`src/rtl/sobel_pkg.sv`:
```
// Shared definitions for the Sobel display path: pixel/RGB widths,
// display-mode encodings and RGB field positions.
package sobel_pkg;

    localparam int PIX_W = 8;
    localparam int RGB_W = 24;

    // RGB field bit positions: R=[23:16], G=[15:8], B=[7:0].
    localparam int R_MSB = 23;
    localparam int R_LSB = 16;
    localparam int G_MSB = 15;
    localparam int G_LSB = 8;
    localparam int B_MSB = 7;
    localparam int B_LSB = 0;

    // Display modes; the reserved encoding renders like MODE_GRAY.
    typedef enum logic [1:0] {
        MODE_GRAY    = 2'd0,
        MODE_OVERLAY = 2'd1,
        MODE_HEAT    = 2'd2,
        MODE_RSVD    = 2'd3
    } mode_e;

    // Assemble one RGB word from its three channels.
    function automatic logic [RGB_W-1:0] pack_rgb(
        input logic [PIX_W-1:0] r,
        input logic [PIX_W-1:0] g,
        input logic [PIX_W-1:0] b
    );
        logic [RGB_W-1:0] rgb;
        rgb                = '0;
        rgb[R_MSB:R_LSB]   = r;
        rgb[G_MSB:G_LSB]   = g;
        rgb[B_MSB:B_LSB]   = b;
        return rgb;
    endfunction

endpackage

```
`src/rtl/gray2rgb_map.sv`:
```
// Purely combinational gray -> RGB colour mapping for the three display
// modes. Stateless, so it can sit in any pipeline stage.
module gray2rgb_map
    import sobel_pkg::*;
#(
    parameter logic [RGB_W-1:0] OVERLAY_RGB = 24'hFF0000
) (
    input  mode_e              mode_i,
    input  logic [PIX_W-1:0]   gray_i,
    input  logic               hit_i,
    output logic [RGB_W-1:0]   rgb_o
);

    logic [PIX_W-1:0] dbl;

    // Select the colour for the current pixel; replicate is the fallback.
    always_comb begin
        dbl   = {gray_i[PIX_W-2:0], 1'b0};
        rgb_o = pack_rgb(gray_i, gray_i, gray_i);
        case (mode_i)
            MODE_OVERLAY: begin
                if (hit_i) begin
                    rgb_o = OVERLAY_RGB;
                end
            end
            MODE_HEAT: begin
                // Lower half ramps blue->green, upper half green->red.
                if (gray_i[PIX_W-1]) begin
                    rgb_o = pack_rgb(dbl, ~dbl, '0);
                end else begin
                    rgb_o = pack_rgb('0, dbl, ~dbl);
                end
            end
            default: begin
            end
        endcase
    end

endmodule

```
`src/rtl/gray2rgb_stream.sv`:
```
// Two-stage gray -> RGB display stream with valid/ready flow control and
// SOF/EOL passthrough. Optional per-frame edge-pixel counter is built in
// when GRAY2RGB_EDGE_COUNT_EN is defined.
//
// Handshake: a beat transfers on a rising edge where valid && ready are both
// high. out_valid never drops and rgb_out/out_sof/out_eol never change while
// out_valid && !out_ready. in_ready equals the global pipeline enable
// (out_ready || !out_valid); when it is low every stage holds, and bubbles
// are carried through the pipe rather than collapsed.
module gray2rgb_stream
    import sobel_pkg::*;
#(
    parameter logic [RGB_W-1:0] OVERLAY_RGB = 24'hFF0000
`ifdef GRAY2RGB_EDGE_COUNT_EN
    ,
    parameter int               COUNT_W     = 20
`endif
) (
    input  logic               clock,
    input  logic               reset,
    input  logic [PIX_W-1:0]   gray_in,
    input  logic               in_valid,
    input  logic               in_sof,
    input  logic               in_eol,
    output logic               in_ready,
    input  logic [1:0]         mode_cfg,
    input  logic [PIX_W-1:0]   thresh_cfg,
    output logic [RGB_W-1:0]   rgb_out,
    output logic               out_valid,
    output logic               out_sof,
    output logic               out_eol,
    input  logic               out_ready
`ifdef GRAY2RGB_EDGE_COUNT_EN
    ,
    output logic [COUNT_W-1:0] edge_count
`endif
);

    // Global enable and input handshake.
    logic en;
    logic accept;
    logic sof_load;

    // Frame-latched configuration.
    mode_e            mode_active_q,   mode_active_d;
    logic [PIX_W-1:0] thresh_active_q, thresh_active_d;
    mode_e            mode_eff;
    logic [PIX_W-1:0] thresh_eff;

    // Stage 1 registers.
    logic             s1_valid_q;
    logic [PIX_W-1:0] s1_gray_q;
    logic             s1_sof_q;
    logic             s1_eol_q;
    logic             s1_hit_q;
    mode_e            s1_mode_q;

    // Stage 2 registers (drive the outputs directly).
    logic             s2_valid_q;
    logic [RGB_W-1:0] s2_rgb_q;
    logic             s2_sof_q;
    logic             s2_eol_q;

    logic [RGB_W-1:0] map_rgb;

    assign en       = out_ready || !s2_valid_q;
    assign accept   = in_valid && en;
    assign sof_load = accept && in_sof;
    assign in_ready = en;

    assign out_valid = s2_valid_q;
    assign rgb_out   = s2_rgb_q;
    assign out_sof   = s2_sof_q;
    assign out_eol   = s2_eol_q;

    // Config applies from the SOF pixel itself, so bypass the latch on that beat.
    always_comb begin
        mode_active_d   = mode_active_q;
        thresh_active_d = thresh_active_q;
        if (sof_load) begin
            mode_active_d   = mode_e'(mode_cfg);
            thresh_active_d = thresh_cfg;
        end
        mode_eff   = mode_active_d;
        thresh_eff = thresh_active_d;
    end

    // Frame-latched configuration registers.
    always_ff @(posedge clock) begin
        if (reset) begin
            mode_active_q   <= MODE_GRAY;
            thresh_active_q <= 8'hFF;
        end else begin
            mode_active_q   <= mode_active_d;
            thresh_active_q <= thresh_active_d;
        end
    end

    // Stage 1: capture pixel, sideband and threshold compare.
    always_ff @(posedge clock) begin
        if (reset) begin
            s1_valid_q <= 1'b0;
            s1_gray_q  <= '0;
            s1_sof_q   <= 1'b0;
            s1_eol_q   <= 1'b0;
            s1_hit_q   <= 1'b0;
            s1_mode_q  <= MODE_GRAY;
        end else if (en) begin
            s1_valid_q <= in_valid;
            s1_gray_q  <= gray_in;
            s1_sof_q   <= in_sof && in_valid;
            s1_eol_q   <= in_eol && in_valid;
            s1_hit_q   <= (gray_in >= thresh_eff);
            s1_mode_q  <= mode_eff;
        end
    end

    gray2rgb_map #(
        .OVERLAY_RGB (OVERLAY_RGB)
    ) u_map (
        .mode_i (s1_mode_q),
        .gray_i (s1_gray_q),
        .hit_i  (s1_hit_q),
        .rgb_o  (map_rgb)
    );

    // Stage 2: register the mapped colour and aligned sideband.
    always_ff @(posedge clock) begin
        if (reset) begin
            s2_valid_q <= 1'b0;
            s2_rgb_q   <= '0;
            s2_sof_q   <= 1'b0;
            s2_eol_q   <= 1'b0;
        end else if (en) begin
            s2_valid_q <= s1_valid_q;
            s2_rgb_q   <= map_rgb;
            s2_sof_q   <= s1_sof_q && s1_valid_q;
            s2_eol_q   <= s1_eol_q && s1_valid_q;
        end
    end

`ifdef GRAY2RGB_EDGE_COUNT_EN
    logic               s1_adv;
    logic [COUNT_W-1:0] run_q,  run_d;
    logic [COUNT_W-1:0] edge_q, edge_d;

    assign s1_adv     = en && s1_valid_q;
    assign edge_count = edge_q;

    // Running hit count; a SOF publishes the finished frame and restarts
    // the count at the SOF pixel's own hit.
    always_comb begin
        run_d  = run_q;
        edge_d = edge_q;
        if (s1_adv) begin
            if (s1_sof_q) begin
                edge_d = run_q;
                run_d  = COUNT_W'(s1_hit_q);
            end else if (s1_hit_q && !(&run_q)) begin
                run_d = run_q + COUNT_W'(1);
            end
        end
    end

    // Edge counter registers.
    always_ff @(posedge clock) begin
        if (reset) begin
            run_q  <= '0;
            edge_q <= '0;
        end else begin
            run_q  <= run_d;
            edge_q <= edge_d;
        end
    end
`endif

endmodule

```
`config.mk`:
```
export PLATFORM = sky130hd
export DESIGN_NAME = gray2rgb_stream
export DESIGN_NICKNAME = d
export VERILOG_FILES = /design/src/rtl/sobel_pkg.sv /design/src/rtl/gray2rgb_map.sv /design/src/rtl/gray2rgb_stream.sv
export SDC_FILE = /design/constraint.sdc
export NUM_CORES = 1
export LEC_CHECK = 0
export CORE_UTILIZATION = 51
export DETAILED_ROUTE_END_ITERATION = 12
export HOLD_SLACK_MARGIN = 0.12
export PLACE_DENSITY = 0.76
export SYNTH_ARGS = -nofsm -noshare
export SYNTH_HDL_FRONTEND = slang
export SYNTH_SLANG_ARGS = --single-unit
```
`constraint.sdc`:
```
create_clock -name clock -period 2.7 [get_ports clock]
set_input_delay 0.405 -clock clock [delete_from_list [all_inputs] [get_ports clock]]
set_output_delay 0.405 -clock clock [all_outputs]
set_load 0.01 [all_outputs]
```
# ---- Yosys cells after proc, flatten, opt, wreduce, memory -nomap -nowiden
# Cells that the tools add are included.
# W data, S select, Z words.
dict set report op_classes {
  order_cmp 1
  n_eq_ne 2
  mux 5
  bitwise_logic 1
  n_reduce_logical 8
}
# cell count
set op_table {}
lappend op_table {{$mux W24} 2}
lappend op_table {{$pmux W24 S2} 1}
lappend op_table {{$ge A8 B8 Y1} 1}
lappend op_table {{$mux W8} 1}
lappend op_table {{$not A8 Y8} 1}
lappend op_table {{$logic_and A1 B1 Y1} 6}
lappend op_table {{$eq A2 B1 Y1 const B} 1}
lappend op_table {{$eq A2 B2 Y1 const B} 1}
lappend op_table {{$mux W2} 1}
lappend op_table {{$logic_not A1 Y1} 1}
lappend op_table {{$logic_or A1 B1 Y1} 1}
dict set report word_totals {
  ff_bits 51
  elab_cells 29
}

# ---- Logic depth before layout (Yosys ltp)
# Gate-level depths: netlist (run 1).
dict set report logic_depth {
  word_depth 6
  mapped_depth 11
  depth_no_buf 9
}

# ---- Cells and area by module
# From an unflattened synthesis (run 1), not the netlist that was laid out.
dict set report hier_totals {
  hier_cells 301
  hier_area_um2 2529.9
}
# mod n_inst cells_per_inst area_each_um2
set by_module_without_submodules {}
lappend by_module_without_submodules {gray2rgb_stream 1 226 1949.4}
lappend by_module_without_submodules {gray2rgb_map 1 75 580.6}

# ---- Worst setup path before layout (run 1)
# OpenSTA, ideal clock, no wires.
dict set report synth_path {
  path_type {reg-to-reg}
  startpoint {register s2_valid_q (netlist: out_valid)}
  endpoint {register s1_hit_q}
  setup_time_ns 0.095
  t_arrival_ns 2.275
  path_slack_ns 0.330
  stages_incl_launch_ff 11
  period_less_slack_ns 2.370
  path_cell_list {dfxtp_1 nor2b_4 buf_6 inv_4 and3_4 mux2_4 ha_1 nand2b_1 a2111oi_0 or4_1 a221oi_1}
}
dict set report synth_between {
  elab_chain_cells 6
}
# element line_no
set synth_rtl {}
lappend synth_rtl {{from (decl)} gray2rgb_stream.sv:59} ;# logic s2_valid_q;
lappend synth_rtl {{from (signal assigned)} gray2rgb_stream.sv:135} ;# s2_valid_q <= s1_valid_q;
lappend synth_rtl {{$logic_not A1 Y1} gray2rgb_stream.sv:66} ;# assign en = out_ready || !s2_valid_q;
lappend synth_rtl {{$logic_or A1 B1 Y1} gray2rgb_stream.sv:66}
lappend synth_rtl {{$logic_and A1 B1 Y1} gray2rgb_stream.sv:67} ;# assign accept = in_valid && en;
lappend synth_rtl {{$logic_and A1 B1 Y1} gray2rgb_stream.sv:68} ;# assign sof_load = accept && in_sof;
lappend synth_rtl {{$mux W8} gray2rgb_stream.sv:80} ;# if (sof_load) begin
lappend synth_rtl {{named net thresh_active_d[0]} gray2rgb_stream.sv:46} ;# logic [PIX_W-1:0] thresh_active_q, thresh_active_d;
lappend synth_rtl {{$ge A8 B8 Y1} gray2rgb_stream.sv:113} ;# s1_hit_q <= (gray_in >= thresh_eff);
lappend synth_rtl {{to (signal assigned)} gray2rgb_stream.sv:113}
lappend synth_rtl {{to (decl)} gray2rgb_stream.sv:55} ;# logic s1_hit_q;
# The timed path passes the listed nets, and every way through them passes these cells.
# A chain may end at the register's enable or synchronous reset.

# ---- Final worst setup path (run 1)
dict set report layout_path {
  startpoint {input port out_ready}
  endpoint {register s1_hit_q}
}
dict set report layout_between {
  elab_chain_cells 5
}
# element line_no
set layout_rtl {}
lappend layout_rtl {{from (decl)} gray2rgb_stream.sv:32} ;# input logic out_ready
lappend layout_rtl {{$logic_or A1 B1 Y1} gray2rgb_stream.sv:66}
lappend layout_rtl {{$logic_and A1 B1 Y1} gray2rgb_stream.sv:67}
lappend layout_rtl {{$logic_and A1 B1 Y1} gray2rgb_stream.sv:68}
lappend layout_rtl {{$mux W8} gray2rgb_stream.sv:80}
lappend layout_rtl {{named net thresh_active_d[0]} gray2rgb_stream.sv:46}
lappend layout_rtl {{$ge A8 B8 Y1} gray2rgb_stream.sv:113}
# The timed path passes the listed nets, and every way through them passes these cells.

==> summary.txt, run 1 <==
================================================================================
Synth-to-layout area growth                                               26.07%
Minimum clock period                                                     2563 ps
Power density over cell area                                        540.0 nW/um^2
DRC                                                                            0
Via-per-instance ratio                                                     5.470
Storage cell area                                                     1021 sq um
Multi-input combinational cell area                                   1277 sq um
Delay contributed by the slowest stage of the critical path               510 ps
Worst Tran Pin Value                                                    548.9 ps
Start point of the critical path                                       out_ready
TritonCTS clock tree                                                         yes
Total vias in the final route                                               2128
Critical hold path startpoint                                            out_sof
Async set-or-reset flop fraction in the synthesized netlist                   0%
Number of library cell types mapped by synthesis                              30
Final weighted congestion in routability-driven placement                 0.8126
Number of routed nets with antenna violations                                  0
Smallest hold slack                                                     452.9 ps
Total Routed Length                                                      5354 um
Antenna diode count                                                            0
Master cell of the clock root buffer                                sky130_fd_sc_hd__clkbuf_8
Largest net degree at the start of global routing                             52
Sw Share                                                                  26.53%
Cell Count, Final, Fillers Out                                               389
Number of rows in the core area                                               24
Post-layout utilization of the core                                       68.78%
Critical path fanouts, max                                                     2
Global route total overflow                                                    0
Number of CTS-inserted buffers                                                 5
Setup crit end kind                                                         flop
Global-route wire length before repair                                   9183 um
Initial detailed-routing violation count                                     160
Main flop type after synthesis                                      sky130_fd_sc_hd__dfxtp_1
Unrepaired setup endpoints after global routing                            false
Outcome                                                                completed
Crit path launch type                                                  input pin
Cell Area, Synth                                                      2457 sq um
Later-pin clock latency in the skew report                                310 ps
Standard cell area after detailed placement                           2985 sq um
# H-tree levels                                                                2
Sw Pwr                                                                  443.8 uW
Post-synthesis area per instance                                     8.445 sq um
HPWL Detailed                                                            3828 um
Detail Route met2 WL                                                     2591 um
Path category of the worst min-delay check                          flop to flop
Count of final setup violators                                                 0
IO Pins                                                                       52
Count of input and output buffers                                             51
Sequence of cells on the critical path                              clkdlybuf4s50_1 > nor2b_4 > inv_4 > and3_4 > mux2_4 > ha_1 > nand2b_1 > a2111oi_0 > or4_1 > a221oi_1
Number of gates resized after CTS                                              0
Number of antenna violations at the first check in global routing              0
Final net count                                                              384
Worst path required time                                                 2920 ps
Number of clock sinks seen by CTS                                             51
Met3 WL                                                                   279 um
Final-report hold violation count                                              0
Number of warning messages in the yosys log                                    0
Initial core utilization                                                  54.56%
Minimum setup slack after placement                                    -191.6 ps
Share of total power in combinational logic                                18.2%
Total of flip-flops plus latches after synthesis                              51
Post-layout total power                                                 1.673 mW
Fraction of layout cells with a size suffix above 1                       5.935%
Die span in y                                                           71.42 um
Cells after Synth                                                            291
Global-route total usage across every layer                               22.99%
Synthesized net count                                                        339
Placeable Area                                                        4504 sq um
Leakage power total                                                     1.249 nW
Via count of the first global-routing pass                                  2044
Number of pins exceeding their max-slew limit in the final report              0
Worst slew slack as a fraction of its limit                               63.27%
Setup TNS                                                                   0 ps
Width of the chip                                                       71.42 um
Routed metal-1 wire length                                               2391 um
WP data arrival                                                          2780 ps
Fill cell total of the finished layout                                       390
Maximum count of clock buffers along a single path                             2
Post-CTS setup repair buffer count                                             0
Worst-case setup margin in the final layout                             137.1 ps
Cell with the biggest individual delay on the critical path         sky130_fd_sc_hd__or4_1
Cells after DPL                                                              381
Startpoint of the lowest-slack register-to-register path               out_valid
Sum of buffers and inverters on the critical path                              2
Final clock period utilization by the worst path                          94.92%
Number of enable flip-flop cells after synthesis                               0
Detailed-router iteration count before antenna repair                          5
Peak supply drop                                                        299.6 uV
Part of the power in registers                                             49.7%
Part of the Yosys area used for sequential elements                       41.55%
Type of the worst setup path                                        input pin to flop
Max Cap Violations                                                             0
Internal cell power                                                     1.229 mW
Reg clk slew, reported paths                                               90 ps
Maximum clock rate                                                    0.3902 GHz
Delay-heaviest family, CP                                           simple AND/OR/NAND/NOR gates
Fin Clk Skew                                                            6.918 ps
Die Area                                                              5100 sq um
Top Metal Used                                                              met4
Clock Power Share                                                          32.1%
Number of buffers inserted by hold repair at cts                               0
Final non-filler cell area                                            3098 sq um
Final routed wire length divided by cell count                          13.76 um
================================================================================
==> path summary, 6_finish.rpt <==
| kind | end | slack (ps) | depth (start not counted) |
|---|---|---|---|
| min | out_sof | 450 | 2 |
| max | s1_hit_q | 140 | 10 |
| min reg2reg | out_sof | 450 | 2 |
| max reg2reg | s1_hit_q | 330 | 9 |
==> cells in the mapped netlist (all sizes together) (2+ instances only) <==
cell / n / area (sq um)
dfxtp: 51 / 1021
nand2: 46 / 172.7
a21oi: 36 / 180.2
nor2: 34 / 127.6
ha: 24 / 300.3
a211oi: 16 / 120.1
clkbuf: 15 / 57.55
inv: 13 / 51.30
mux2i: 9 / 90.09
nand2b: 8 / 50.05
o21ai: 8 / 40.04
a22oi: 7 / 52.55
buf: 6 / 50.04
a221oi: 3 / 26.28
nand3: 3 / 15.01
a2111oi: 2 / 17.52
nor2b: 2 / 20.02
nor3: 2 / 10.01
==> per-layer routing <==
layer | vias up | track usage [%]
met4 | 0 | 7.778
met1 | 974 | 28.88
li1 | 1077 | -
met5 | - | 0
met3 | 8 | 4.782
met2 | 69 | 39.37
==> cells by family after synthesis <==
kind of cell	count (synthesis)	synth area share, %
simple gates	98	17.11
compound gates	74	18.38
flops	51	41.55
buf+inv	34	6.466
fa+ha+maj	24	12.22
mux	10	4.277
==> flip-flops by register name, indices dropped and copies added (netlist names) <==
| signal | cells |
|---|---|
| mode_active_q | 2 |
| out_eol | 1 |
| out_sof | 1 |
| out_valid | 1 |
| rgb_out | 24 |
| s1_eol_q | 1 |
| s1_gray_q | 8 |
| s1_hit_q | 1 |
| s1_mode_q | 2 |
| s1_sof_q | 1 |
| s1_valid_q | 1 |
| thresh_active_q | 8 |
==> tightest hold or removal path, stage by stage, from the launching register on <==
cell and delay [ps]:
sky130_fd_sc_hd__dfxtp_1 320, sky130_fd_sc_hd__nand2_1 50, sky130_fd_sc_hd__a21oi_1 50
==> area by class of cell <==
type	count	area share (%)
multi-input combinational	206	41.24
sequential	51	32.96
timing repair buffer	59	18.42
clock buffer	5	2.221
tap	52	2.100
inverter	13	1.656
clock inverter	3	1.414
==> layout by cell type (no fill, tap or decap), types with 2 or more instances in the layout <==
cell,n
sky130_fd_sc_hd__clkdlybuf4s50_1,51
sky130_fd_sc_hd__dfxtp_1,51
sky130_fd_sc_hd__nand2_1,46
sky130_fd_sc_hd__a21oi_1,36
sky130_fd_sc_hd__nor2_1,34
sky130_fd_sc_hd__ha_1,24
sky130_fd_sc_hd__a211oi_1,16
sky130_fd_sc_hd__inv_1,12
sky130_fd_sc_hd__mux2i_1,9
sky130_fd_sc_hd__nand2b_1,8
sky130_fd_sc_hd__o21ai_0,8
sky130_fd_sc_hd__buf_4,8
sky130_fd_sc_hd__a22oi_1,7
sky130_fd_sc_hd__clkbuf_8,5
sky130_fd_sc_hd__a221oi_1,3
sky130_fd_sc_hd__nand3_1,3
sky130_fd_sc_hd__nor3_1,2
sky130_fd_sc_hd__a2111oi_0,2
==> power groups by stage <==
stage          Combinational, mW  Sequential [mW]  Clock, mW
6_report                   0.305            0.831      0.537
5_1_grt                    0.340            0.838      0.570
4_1_cts                    0.305            0.831      0.542
3_5_place_dp               0.303            0.849          0
3_3_place_gp               0.297            0.847          0
2_1_floorplan              0.168            0.852          0
Power figures use the tool's default switching activity.
==> run 2, diff against run 1 <==
--- a/config.mk
+++ b/config.mk
@@ -5,10 +5,11 @@
 export SDC_FILE = /design/constraint.sdc
 export NUM_CORES = 1
 export LEC_CHECK = 0
-export CORE_UTILIZATION = 51
+export CORE_UTILIZATION = 54
 export DETAILED_ROUTE_END_ITERATION = 12
 export HOLD_SLACK_MARGIN = 0.12
-export PLACE_DENSITY = 0.76
+export MAX_ROUTING_LAYER = met4
+export PLACE_DENSITY = 0.8
 export SYNTH_ARGS = -nofsm -noshare
 export SYNTH_HDL_FRONTEND = slang
 export SYNTH_SLANG_ARGS = --single-unit
==> constraint.sdc (replaced) <==
create_clock -name clock -period 3.3 [get_ports clock]
set_input_delay 0.495 -clock clock [delete_from_list [all_inputs] [get_ports clock]]
set_output_delay 0.495 -clock clock [all_outputs]
set_load 0.01 [all_outputs]
==> summary.txt, run 2 (synthesis results as in run 1) <==
================================================================================
Post-layout total power                                                 1.268 mW
Outcome                                                                completed
Number of CTS-inserted buffers                                                 5
Multi-input combinational cell area                                   1277 sq um
Width of the chip                                                       69.46 um
Count of final setup violators                                                 0
Worst slew slack as a fraction of its limit                               66.55%
Sequence of cells on the critical path                              clkdlybuf4s50_1 > nor2b_4 > inv_4 > and3_4 > mux2_4 > ha_1 > nand2b_1 > a2111oi_0 > or4_1 > a221oi_1
Cell with the biggest individual delay on the critical path         sky130_fd_sc_hd__or4_1
Global routing usage on met1                                              28.53%
Total vias in the final route                                               2095
Post-layout utilization of the core                                       69.94%
Sum of buffers and inverters on the critical path                              2
Path category of the worst min-delay check                          flop to flop
Count of input and output buffers                                             51
Maximum count of clock buffers along a single path                             2
Maximum clock rate                                                    0.3853 GHz
Final weighted congestion in routability-driven placement                 0.8654
Number of clock sinks seen by CTS                                             51
Worst Tran Pin Value                                                    500.0 ps
Global route hottest layer                                                  met2
Number of pins exceeding their max-slew limit in the final report              0
Delay contributed by the slowest stage of the critical path               510 ps
Setup crit end kind                                                         flop
Minimum setup slack after placement                                     394.8 ps
Synth-to-layout area growth                                               23.93%
Total Routed Length                                                      5312 um
Peak supply drop                                                        341.4 uV
Die span in y                                                           69.46 um
Type of the worst setup path                                        input pin to flop
Final clock period utilization by the worst path                          78.66%
Number of gates resized after CTS                                              0
Placeable Area                                                        4354 sq um
Number of buffers inserted by hold repair at cts                               0
Fin Clk Skew                                                            4.092 ps
Via count of the first global-routing pass                                  1960
Master cell of the clock root buffer                                sky130_fd_sc_hd__clkbuf_8
Via-per-instance ratio                                                     5.442
Number of rows in the core area                                               24
Global route total overflow                                                    0
Final net count                                                              381
Detailed-router iteration count before antenna repair                          4
Global-route wire length before repair                                   8838 um
Number of antenna violations at the first check in global routing              0
Later-pin clock latency in the skew report                                300 ps
Critical path fanouts, max                                                     2
Initial core utilization                                                  56.44%
Reg clk slew, reported paths                                               90 ps
Final non-filler cell area                                            3045 sq um
Final routed wire length divided by cell count                          13.80 um
Worst path required time                                                 3510 ps
Power density over cell area                                        416.4 nW/um^2
Fill cell total of the finished layout                                       376
Largest net degree at the start of global routing                             52
Fraction of layout cells with a size suffix above 1                       4.805%
Leading cell types in the layout, fill and taps excluded            sky130_fd_sc_hd__clkdlybuf4s50_1 (51), sky130_fd_sc_hd__dfxtp_1 (51), sky130_fd_sc_hd__nand2_1 (46), sky130_fd_sc_hd__a21oi_1 (36), sky130_fd_sc_hd__nor2_1 (34)
Minimum clock period                                                     2596 ps
Leakage power total                                                     1.219 nW
TritonCTS clock tree                                                         yes
Worst-case setup margin in the final layout                             704.3 ps
Standard cell area after detailed placement                           2963 sq um
Global routing usage on met3                                              5.523%
Global-route total usage across every layer                               23.83%
Die Area                                                              4825 sq um
Max FFs per register                                                          24
Delay-heaviest family, CP                                           simple AND/OR/NAND/NOR gates
Smallest hold slack                                                     455.3 ps
Setup TNS                                                                   0 ps
Unrepaired setup endpoints after global routing                            false
WP data arrival                                                          2810 ps
Antenna diode count                                                            0
Post-CTS setup repair buffer count                                             0
Cells after DPL                                                              378
HPWL Detailed                                                            3863 um
Crit path launch type                                                  input pin
Number of routed nets with antenna violations                                  0
Global Route met2 Usage                                                   38.94%
Initial detailed-routing violation count                                     124
Cell Count, Final, Fillers Out                                               385
Storage cell area                                                     1021 sq um
Max Cap Violations                                                             0
IO Pins                                                                       52
# H-tree levels                                                                2
Final-report hold violation count                                              0
DRC                                                                            0
================================================================================
run 2: final timing paths:
path | end | start | slack (ps) | depth (start not counted)
worst max-delay path | s1_hit_q | out_ready | 700 | 10
worst min-delay path | rgb_out[16] | rgb_out[16] | 460 | 2
worst max register to register | s1_hit_q | out_valid | 970 | 9
worst min register to register | rgb_out[16] | rgb_out[16] | 460 | 2
run 2: area by class of cell:
type	instances	area share (%)
clock inverter	2	0.4519
sequential	51	33.53
multi-input combinational	206	41.95
timing repair buffer	56	18.00
tap	52	2.136
inverter	13	1.684
clock buffer	5	2.260
run 2: worst min-delay path, delay by kind of cell (launching register included):
kind	cells	cell delay [ps]
and+or+nand+nor	1	50
AOI/OAI and AO/OA	1	50
DFF	1	320
run 2: routing by layer:
| metal | wire, um | share of wire [%] |
|---|---|---|
| met3 | 269 | 5.1 |
| met2 | 2566 | 48 |
| met5 | 0 | 0 |
| met4 | 93 | 1.8 |
| met1 | 2381 | 45 |
run 2: where the power goes:
| group | internal [mW] | switching [mW] |
|---|---|---|
| sequential | 0.653 | 0.0266 |
| combinational | 0.124 | 0.122 |
| clock | 0.145 | 0.197 |
| total | 0.922 | 0.346 |
